===== config.mk =====
export PLATFORM = sky130hd
export DESIGN_NAME = tmds_frame_decoder
export DESIGN_NICKNAME = d
export VERILOG_FILES = /design/src/rtl/tmds_frame_decoder.sv
export SDC_FILE = /design/constraint.sdc
export NUM_CORES = 1
export LEC_CHECK = 0
export CAP_MARGIN = 20
export CORE_MARGIN = 5
export CORE_UTILIZATION = 57
export DETAILED_ROUTE_END_ITERATION = 7
export GPL_TIMING_DRIVEN = 0
export PLACE_DENSITY = 0.95
export SETUP_SLACK_MARGIN = 0.1
export SLEW_MARGIN = 15
export SYNTH_ARGS = -nofsm -noshare
export SYNTH_HDL_FRONTEND = slang
export SYNTH_SLANG_ARGS = --single-unit

===== constraint.sdc =====
create_clock -name clk_pixel -period 8.6 [get_ports clk_pixel]
set_clock_uncertainty 0.1 [all_clocks]
set_input_delay 1.72 -clock clk_pixel [delete_from_list [all_inputs] [get_ports clk_pixel]]
set_output_delay 1.72 -clock clk_pixel [all_outputs]
set_load 0.02 [all_outputs]

===== src/rtl/tmds_frame_decoder.sv =====
// tmds_frame_decoder: decodes three TMDS channels to RGB/DE/sync, tracks pixel position, frame geometry, lock and symbol errors
module tmds_frame_decoder #(
  parameter int X_BITS    = 12,
  parameter int Y_BITS    = 11,
  parameter bit VSYNC_POL = 1'b1,
  parameter int ERR_BITS  = 16
) (
  input  logic                clk_pixel,
  input  logic                reset,
  input  logic [9:0]          tmds_r,
  input  logic [9:0]          tmds_g,
  input  logic [9:0]          tmds_b,
  output logic                de,
  output logic                hsync,
  output logic                vsync,
  output logic [7:0]          red,
  output logic [7:0]          green,
  output logic [7:0]          blue,
  output logic [X_BITS-1:0]   pixel_x,
  output logic [Y_BITS-1:0]   pixel_y,
  output logic                frame_start,
  output logic [X_BITS-1:0]   line_length,
  output logic [Y_BITS-1:0]   frame_lines,
  output logic                locked,
  output logic                code_error,
  output logic [ERR_BITS-1:0] err_count
);
  localparam logic [1:0] SEARCH = 2'd0, MEASURE = 2'd1, LOCK = 2'd2;
  // {is_control, c1, c0}
  function automatic logic [2:0] ctl(input logic [9:0] s);
    return s == 10'b1101010100 ? 3'b100 :
           s == 10'b0010101011 ? 3'b101 :
           s == 10'b0101010100 ? 3'b110 :
           s == 10'b1010101011 ? 3'b111 : 3'b000;
  endfunction
  function automatic logic [7:0] dec(input logic [9:0] q);
    logic [7:0] v, d;
    v = q[9] ? ~q[7:0] : q[7:0];
    d[0] = v[0];
    for (int i = 1; i < 8; i++) d[i] = q[8] ? v[i] ^ v[i-1] : ~(v[i] ^ v[i-1]);
    return d;
  endfunction
  logic [9:0] s_r, s_g, s_b;
  logic [2:0] cr, cg, cb;
  logic [1:0] state, nxt;
  logic de_n, err_n, vs_edge, de_fall, de_rise, fs_n, line_bad, mis_n, wrap_n, ferr_n, good;
  logic vs_seen, have_first, mismatch, frame_err, wrap;
  logic [X_BITS-1:0] first_len, line_cnt, ref_len;
  logic [Y_BITS-1:0] cur_lines;
  always_comb begin
    cr = ctl(s_r);
    cg = ctl(s_g);
    cb = ctl(s_b);
    de_n = !cb[2];
    err_n = cb[2] ? !(cr[2] && cg[2]) : (cr[2] || cg[2]);
    vs_edge = cb[2] && (cb[1] == VSYNC_POL) && (vsync != VSYNC_POL);
    de_fall = de && !de_n;
    de_rise = de_n && !de;
    fs_n = de_rise && vs_seen && pixel_y == '0;
    line_cnt = pixel_x + 1'b1;
    cur_lines = de_fall ? pixel_y + 1'b1 : pixel_y;
    ref_len = state == LOCK ? line_length : first_len;
    line_bad = de_fall && (state == LOCK || have_first) && line_cnt != ref_len;
    mis_n = mismatch || line_bad;
    wrap_n = wrap || (de_n && de && &pixel_x) || (de_fall && &pixel_y);
    ferr_n = frame_err || err_n;
    good = cur_lines != '0 && !mis_n && !ferr_n && !wrap_n;
    // an error or counter wrap while locked drops lock immediately; everything else is judged at VSYNC
    nxt = (state == LOCK && (err_n || wrap_n)) ? SEARCH :
          !vs_edge ? state :
          err_n ? SEARCH :
          state == SEARCH ? MEASURE :
          (good && (state == MEASURE || cur_lines == frame_lines)) ? LOCK :
          state == MEASURE ? MEASURE : SEARCH;
  end
  always_ff @(posedge clk_pixel or posedge reset) begin
    if (reset) begin
      {s_r, s_g, s_b} <= '0;
      {de, hsync, vsync, red, green, blue} <= '0;
      {pixel_x, pixel_y, frame_start, line_length, frame_lines} <= '0;
      {locked, code_error, err_count, state} <= '0;
      {vs_seen, have_first, mismatch, frame_err, wrap, first_len} <= '0;
    end else begin
      s_r <= tmds_r;
      s_g <= tmds_g;
      s_b <= tmds_b;
      de <= de_n;
      code_error <= err_n;
      if (de_n) {red, green, blue} <= {dec(s_r), dec(s_g), dec(s_b)};
      else {vsync, hsync} <= cb[1:0];
      err_count <= err_count + {{(ERR_BITS-1){1'b0}}, err_n && !(&err_count)};
      pixel_x <= de_rise ? '0 : de_n ? line_cnt : pixel_x;
      pixel_y <= vs_edge ? '0 : de_fall ? pixel_y + 1'b1 : pixel_y;
      vs_seen <= vs_edge ? 1'b1 : fs_n ? 1'b0 : vs_seen;
      frame_start <= fs_n;
      mismatch <= vs_edge ? 1'b0 : mis_n;
      frame_err <= vs_edge ? 1'b0 : ferr_n;
      wrap <= vs_edge ? 1'b0 : wrap_n;
      have_first <= vs_edge ? 1'b0 : have_first || de_fall;
      if (de_fall && !have_first) first_len <= line_cnt;
      if (vs_edge && state == MEASURE && nxt == LOCK) begin
        line_length <= have_first ? first_len : line_cnt;
        frame_lines <= cur_lines;
      end
      state <= nxt;
      locked <= nxt == LOCK;
    end
  end
endmodule

== Yosys cells after proc, flatten, opt, wreduce, memory -nomap -nowiden ==
Index checks and enable logic that the tools add are counted.
Storage, ports and cells
  register bits after elaboration: 141
  bits in latches: 0
  memory bits (writable): 0
  bits in read-only memories: 0
  input bits: 32
  output and inout port bits: 92
  word-level logic and storage cells: 191
  memories kept: 0
Cells by class
  add/subtract/negate cells: 3
  $mul: 0
  divide/modulo/power cells: 0
  $lt $le $gt $ge: 0
  equal/unequal tests: 18
  shift operators: 0
  mux-type cells: 55
  bitwise logic cells: 46
  reduce and logical (&&, ||, !) cells: 45
Operators with widths (number)
  $eq A10 B10 Y1 const B: 6
  $mux W12: 4
  $mux W3: 12
  $eq A10 B8 Y1 const B: 3
  $eq A10 B9 Y1 const B: 3
  $mux W1: 29
  $mux W8: 3
  $not A8 Y8: 3
  $mux W11: 2
  $not A1 Y1: 22
  $logic_and A1 B1 Y1: 21
  $xor A1 B1 Y1: 21
  $add A16 B1 Y16: 1
  $reduce_and A16 Y1: 1
  $add A12 B1 Y12 const B: 1
  $ne A12 B12 Y1: 1
  $reduce_and A12 Y1: 1
  $add A11 B1 Y11 const B: 1
  $eq A11 B11 Y1: 1
  $logic_not A11 Y1: 1
  $reduce_and A11 Y1: 1
  $reduce_bool A11 Y1: 1
  $mux W2: 5
  $logic_or A1 B1 Y1: 9
  other kinds (6): 14

== Longest topological paths before layout ==
  depth in word-level cells: 21
  gate-level depth with buffers: 13

== Least setup slack after synthesis ==
Ideal clock, no wire load.
  path type: register to register
  start: reg pixel_x[1]
  end: reg frame_lines[10]
  setup time: 0.126 ns
  data arrival time: 2.815 ns
  required time: 8.374 ns
  path slack: 5.559 ns
  cell stages (with the launch flop): 13
  buffers on the path: 2
  clock period less this slack: 3.041 ns
  cells stage by stage: dfrtp_1 > ha_1 > buf_2 > nand3_1 > xor2_1 > xor2_1 > or4_1 > a2111oi_2 > a31o_2 > nand4b_4 > buf_6 > nand2_1 > o21ai_2
On the way
  word-level cells in the longest chain between the ends: 16
RTL lines
  from (decl): line 19  | output logic [X_BITS-1:0] pixel_x,
  from (signal assigned): line 92  | pixel_x <= de_rise ? '0 : de_n ? line_cnt : pixel_x;
  $add A12 B1 Y12: line 60  | line_cnt = pixel_x + 1'b1;
  $ne A12 B12 Y1: line 63  | line_bad = de_fall && (state == LOCK || have_first) && line_cnt != ref_len;
  $logic_and A1 B1 Y1: line 63
  $logic_or A1 B1 Y1: line 64  | mis_n = mismatch || line_bad;
  $logic_not A1 Y1: line 67  | good = cur_lines != '0 && !mis_n && !ferr_n && !wrap_n;
  $logic_and A1 B1 Y1 (3 in series): line 67
  $logic_and A1 B1 Y1: line 73  | (good && (state == MEASURE || cur_lines == frame_lines)) ? LOCK :
  $mux W2: line 73
  $mux W2: line 72  | state == SEARCH ? MEASURE :
  $mux W2: line 71  | err_n ? SEARCH :
  $mux W2: line 70  | !vs_edge ? state :
  $mux W2 *: line 69  | nxt = (state == LOCK && (err_n || wrap_n)) ? SEARCH :
  $eq A2 B2 Y1 *: line 101  | if (vs_edge && state == MEASURE && nxt == LOCK) begin
  $logic_and A1 B1 Y1 *: line 101
  to (signal assigned): line 103  | frame_lines <= cur_lines;
  to (decl): line 23  | output logic [Y_BITS-1:0] frame_lines,
Mark *: on every way between the ends. The rest lies on a longest branch, timed or not.
A chain may end at the register's enable or synchronous reset.

== Worst setup path in the final report ==
  start: reg pixel_x[9]
  end: out pixel_x[9]
No word-level cell between the ends.

==> results.cfg <==
[yosys]
ys_warn_count = 0
synth_nets = 734
yosysSeqAreaShare_pct = 49.82
synth_top_cell_by_area = dfrtp_1
synthTopCellsByCount = 141 x dfrtp_1, 96 x nand2_1, 59 x xnor2_1, 49 x nor2_1, 45 x o21ai_0
ys.flop_type = dfrtp_1
synth-edff-count = 0
synth_top_area_share_pct = 49.82
ys_types = 73
yosysMostFrequentCell = dfrtp_1
avgSynthCellArea_sq_um = 10.16
ys_ff_latch = 141
synth_area_sq_um = 7082
async_flop_share_pct = 100.0
synth_area_leaders = dfrtp_1 50%, xnor2_1 7.3%, nand2_1 5.1%
syn_inst = 697

[power_and_ir_drop]
p_leak_nw = 3.860
clockPowerShare_pct = 37.8
p_seq_share_pct = 43.3
p_sw_share_pct = 30.19
powerDensity_nw_per_um2 = 195.9
irDropWorstVdd_v = 0.0001761
comb_power_share_pct = 19.0
p_int_w = 0.001244
p_switching_w = 0.0005378

[setup_path]
worst-path-buf-inv = 1
ff2ff_path_depth = 12
cp.required_ns = 6.78
cp_top_family = buffers and inverters
worst-setup-path-type = register to output port
cp.arrival_ns = 1.62
critPathSlowestCell = clkdlybuf4s50_1
r2r-end = frame_lines[2]
path_cells = clkdlybuf4s50_1
max_stage_delay_ns = 0.67
worstPathMaxFanout = 6
end_kind = output port
start_kind = register
r2r-start = pixel_x[1]
reg2reg_slack_ns = 5.20

[cells_and_area]
synthToLayoutAreaGrowth_pct = 28.45
regArea_sq_um = 3528
multi_input_area_sq_um = 3284
fin_cells = 1021
n_antenna_cell = 0
fin_nets = 877
nFillCells = 814
layout-drive-gt1-share_pct = 9.965

[detailed_routing]
dr_total_vias = 5846
dr.pass1.iters = 5
ant_nets = 0
routed_wl_um = 18510
via_per_inst = 5.726
drc_errors = 0
drt_iter0_drc = 454
drt-wirelength-per-cell_um = 18.12

[grt]
antenna_found_initial = 0
grt_pass1_vias = 6042
grt_overflow = 0
grt_pass1_wl_um = 30700
grt_max_degree = 115
grt_usage_pct = 26.63

[hold_path]
hold_path.class = register to register
min_to = red[7]
hold_start = red[7]
holdPathStages = 2

[die]
core.rowCount = 40
die_height_um = 121.5
die_x_um = 121.5
design.core.area_sq_um = 12110
initial_core_util_pct = 58.47
io_pins = 124
dieArea_sq_um = 14750

[placement]
dp_hpwl_um = 12900
io_buffers = 123
finalWeightedCongestion = 0.9087
place_inst = 989

[timing]
fin_crit_ns = 3.440
drv_slew = 0
finalCritPeriodShare_pct = 40.00
relSlewSlack_pct = 54.54
setup_viol = 0
finalSetupTns_ns = 0
fmax_mhz = 290.7
finalHoldViolCount = 0
grt_setup_unrepaired = no
tightest_slew_ns = 0.6757

[flow_run]
drv_cap = 0

[clock_network]
clk_latency_ns = 0.44
numCtsBuffers = 17
clk_pin_slew_ns = 0.06
cts_tree = yes
cts_sinks = 141
clockBufferDepth = 2
ctsResizeCount = 0
root_buffer = clkbuf_16
cts_hold_buf = 0
cts_max_level = 4
cts_setup_buffers = 0

[outcome]
status = completed
-- cell type report --
| type | count | area share, % |
|---|---|---|
| buffer | 41 | 2.380 |
| multi-input combinational | 501 | 36.11 |
| timing repair buffer | 124 | 13.84 |
| sequential | 141 | 38.79 |
| inverter | 14 | 0.6602 |
| clock buffer | 20 | 4.911 |
| tap | 168 | 2.311 |
| clock inverter | 12 | 1.004 |
-- cell families after synthesis --
kind of cell	count (synthesis)	synth area share, %
and+or+nand+nor	250	18.48
buffers and inverters	55	3.798
AOI/OAI and AO/OA	138	13.16
xor gates and xnor gates	92	11.38
adders and majority gates	5	0.8834
muxes	16	2.473
DFF	141	49.82
-- worst max-delay path by stage --
| stage | from | to | slack [ns] | depth (start not counted) |
|---|---|---|---|---|
| 2_1_floorplan | reset | blue[0] | 3.00 | 1 |
| 3_3_place_gp | reset | pixel_y[6] | 1.31 | 2 |
| 3_5_place_dp | pixel_x[1] | frame_lines[2] | 5.19 | 12 |
| 4_1_cts | pixel_x[9] | pixel_x[9] | 5.16 | 1 |
| 5_1_grt | pixel_x[1] | frame_lines[2] | 5.01 | 12 |
| 6_report | pixel_x[9] | pixel_x[9] | 5.16 | 1 |
-- layer usage --
| metal | global-route usage, % | share of wire [%] |
|---|---|---|
| met3 | 8.392 | 8.4 |
| met5 | 0 | 0 |
| met2 | 43.01 | 49 |
| met1 | 33.59 | 41 |
| met4 | 10.01 | 2.5 |
-- placed cells by master (no fill, tap or decap), types with 3 or more instances in the layout --
cell type	n
dfrtp_1	141
ha_1	5
o21ai_1	8
nor2b_1	4
and3_1	16
clkinvlp_4	8
clkbuf_1	28
o31ai_1	12
xor2_1	33
xnor2_1	59
mux2i_1	13
nor3b_1	3
o2111ai_1	3
buf_6	5
o22ai_1	3
a31oi_1	3
nand4_1	10
nand2_1	96
and2_1	5
a21oi_1	25
nor3_1	8
nor4_1	5
nand3_1	22
nor2_1	49
o21ai_0	45
inv_1	12
and4_1	6
o21ai_2	16
nand2b_1	3
clkbuf_16	17
clkdlybuf4s50_1	123
buf_2	7
-- flip-flops by register name, indices dropped and copies added, names as in the netlist --
register and count:
line_length 12, err_count 16, code_error 1, s_g 10
hsync 1, green 8, pixel_y 11, locked 1
de 1, red 8, have_first 1, first_len 12
vs_seen 1, vsync 1, frame_lines 11, mismatch 1
blue 8, frame_err 1, pixel_x 12, state 2
frame_start 1, s_b 10, wrap 1, s_r 10
-- metrics by stage --
step / hold slack [ns] / util (%) / worst slack (ns) / total power (W) / instance area, sq um
after floorplan: 0.3662 / - / 2.999 / 0.0009706 / 7082
after global placement: 0.3503 / 70.37 / 1.308 / 0.001101 / 8523
after detailed placement: 0.3580 / 70.66 / 5.186 / 0.001116 / 8558
after CTS: 0.3734 / 75.10 / 5.160 / 0.001785 / 9096
after global routing: 0.4012 / 75.10 / 5.006 / 0.001853 / 9096
final: 0.3715 / 75.10 / 5.160 / 0.001782 / 9096
-- power groups by stage --
stage	sequential, W	combinational (W)	clock [W]
after global routing	0.000778	0.000367	0.000708
after floorplan	0.000814	0.000156	0
after CTS	0.000770	0.000340	0.000675
final	0.000771	0.000338	0.000673
after global placement	0.000776	0.000325	0
after detailed placement	0.000779	0.000337	0
(Power assumes the default switching activity.)
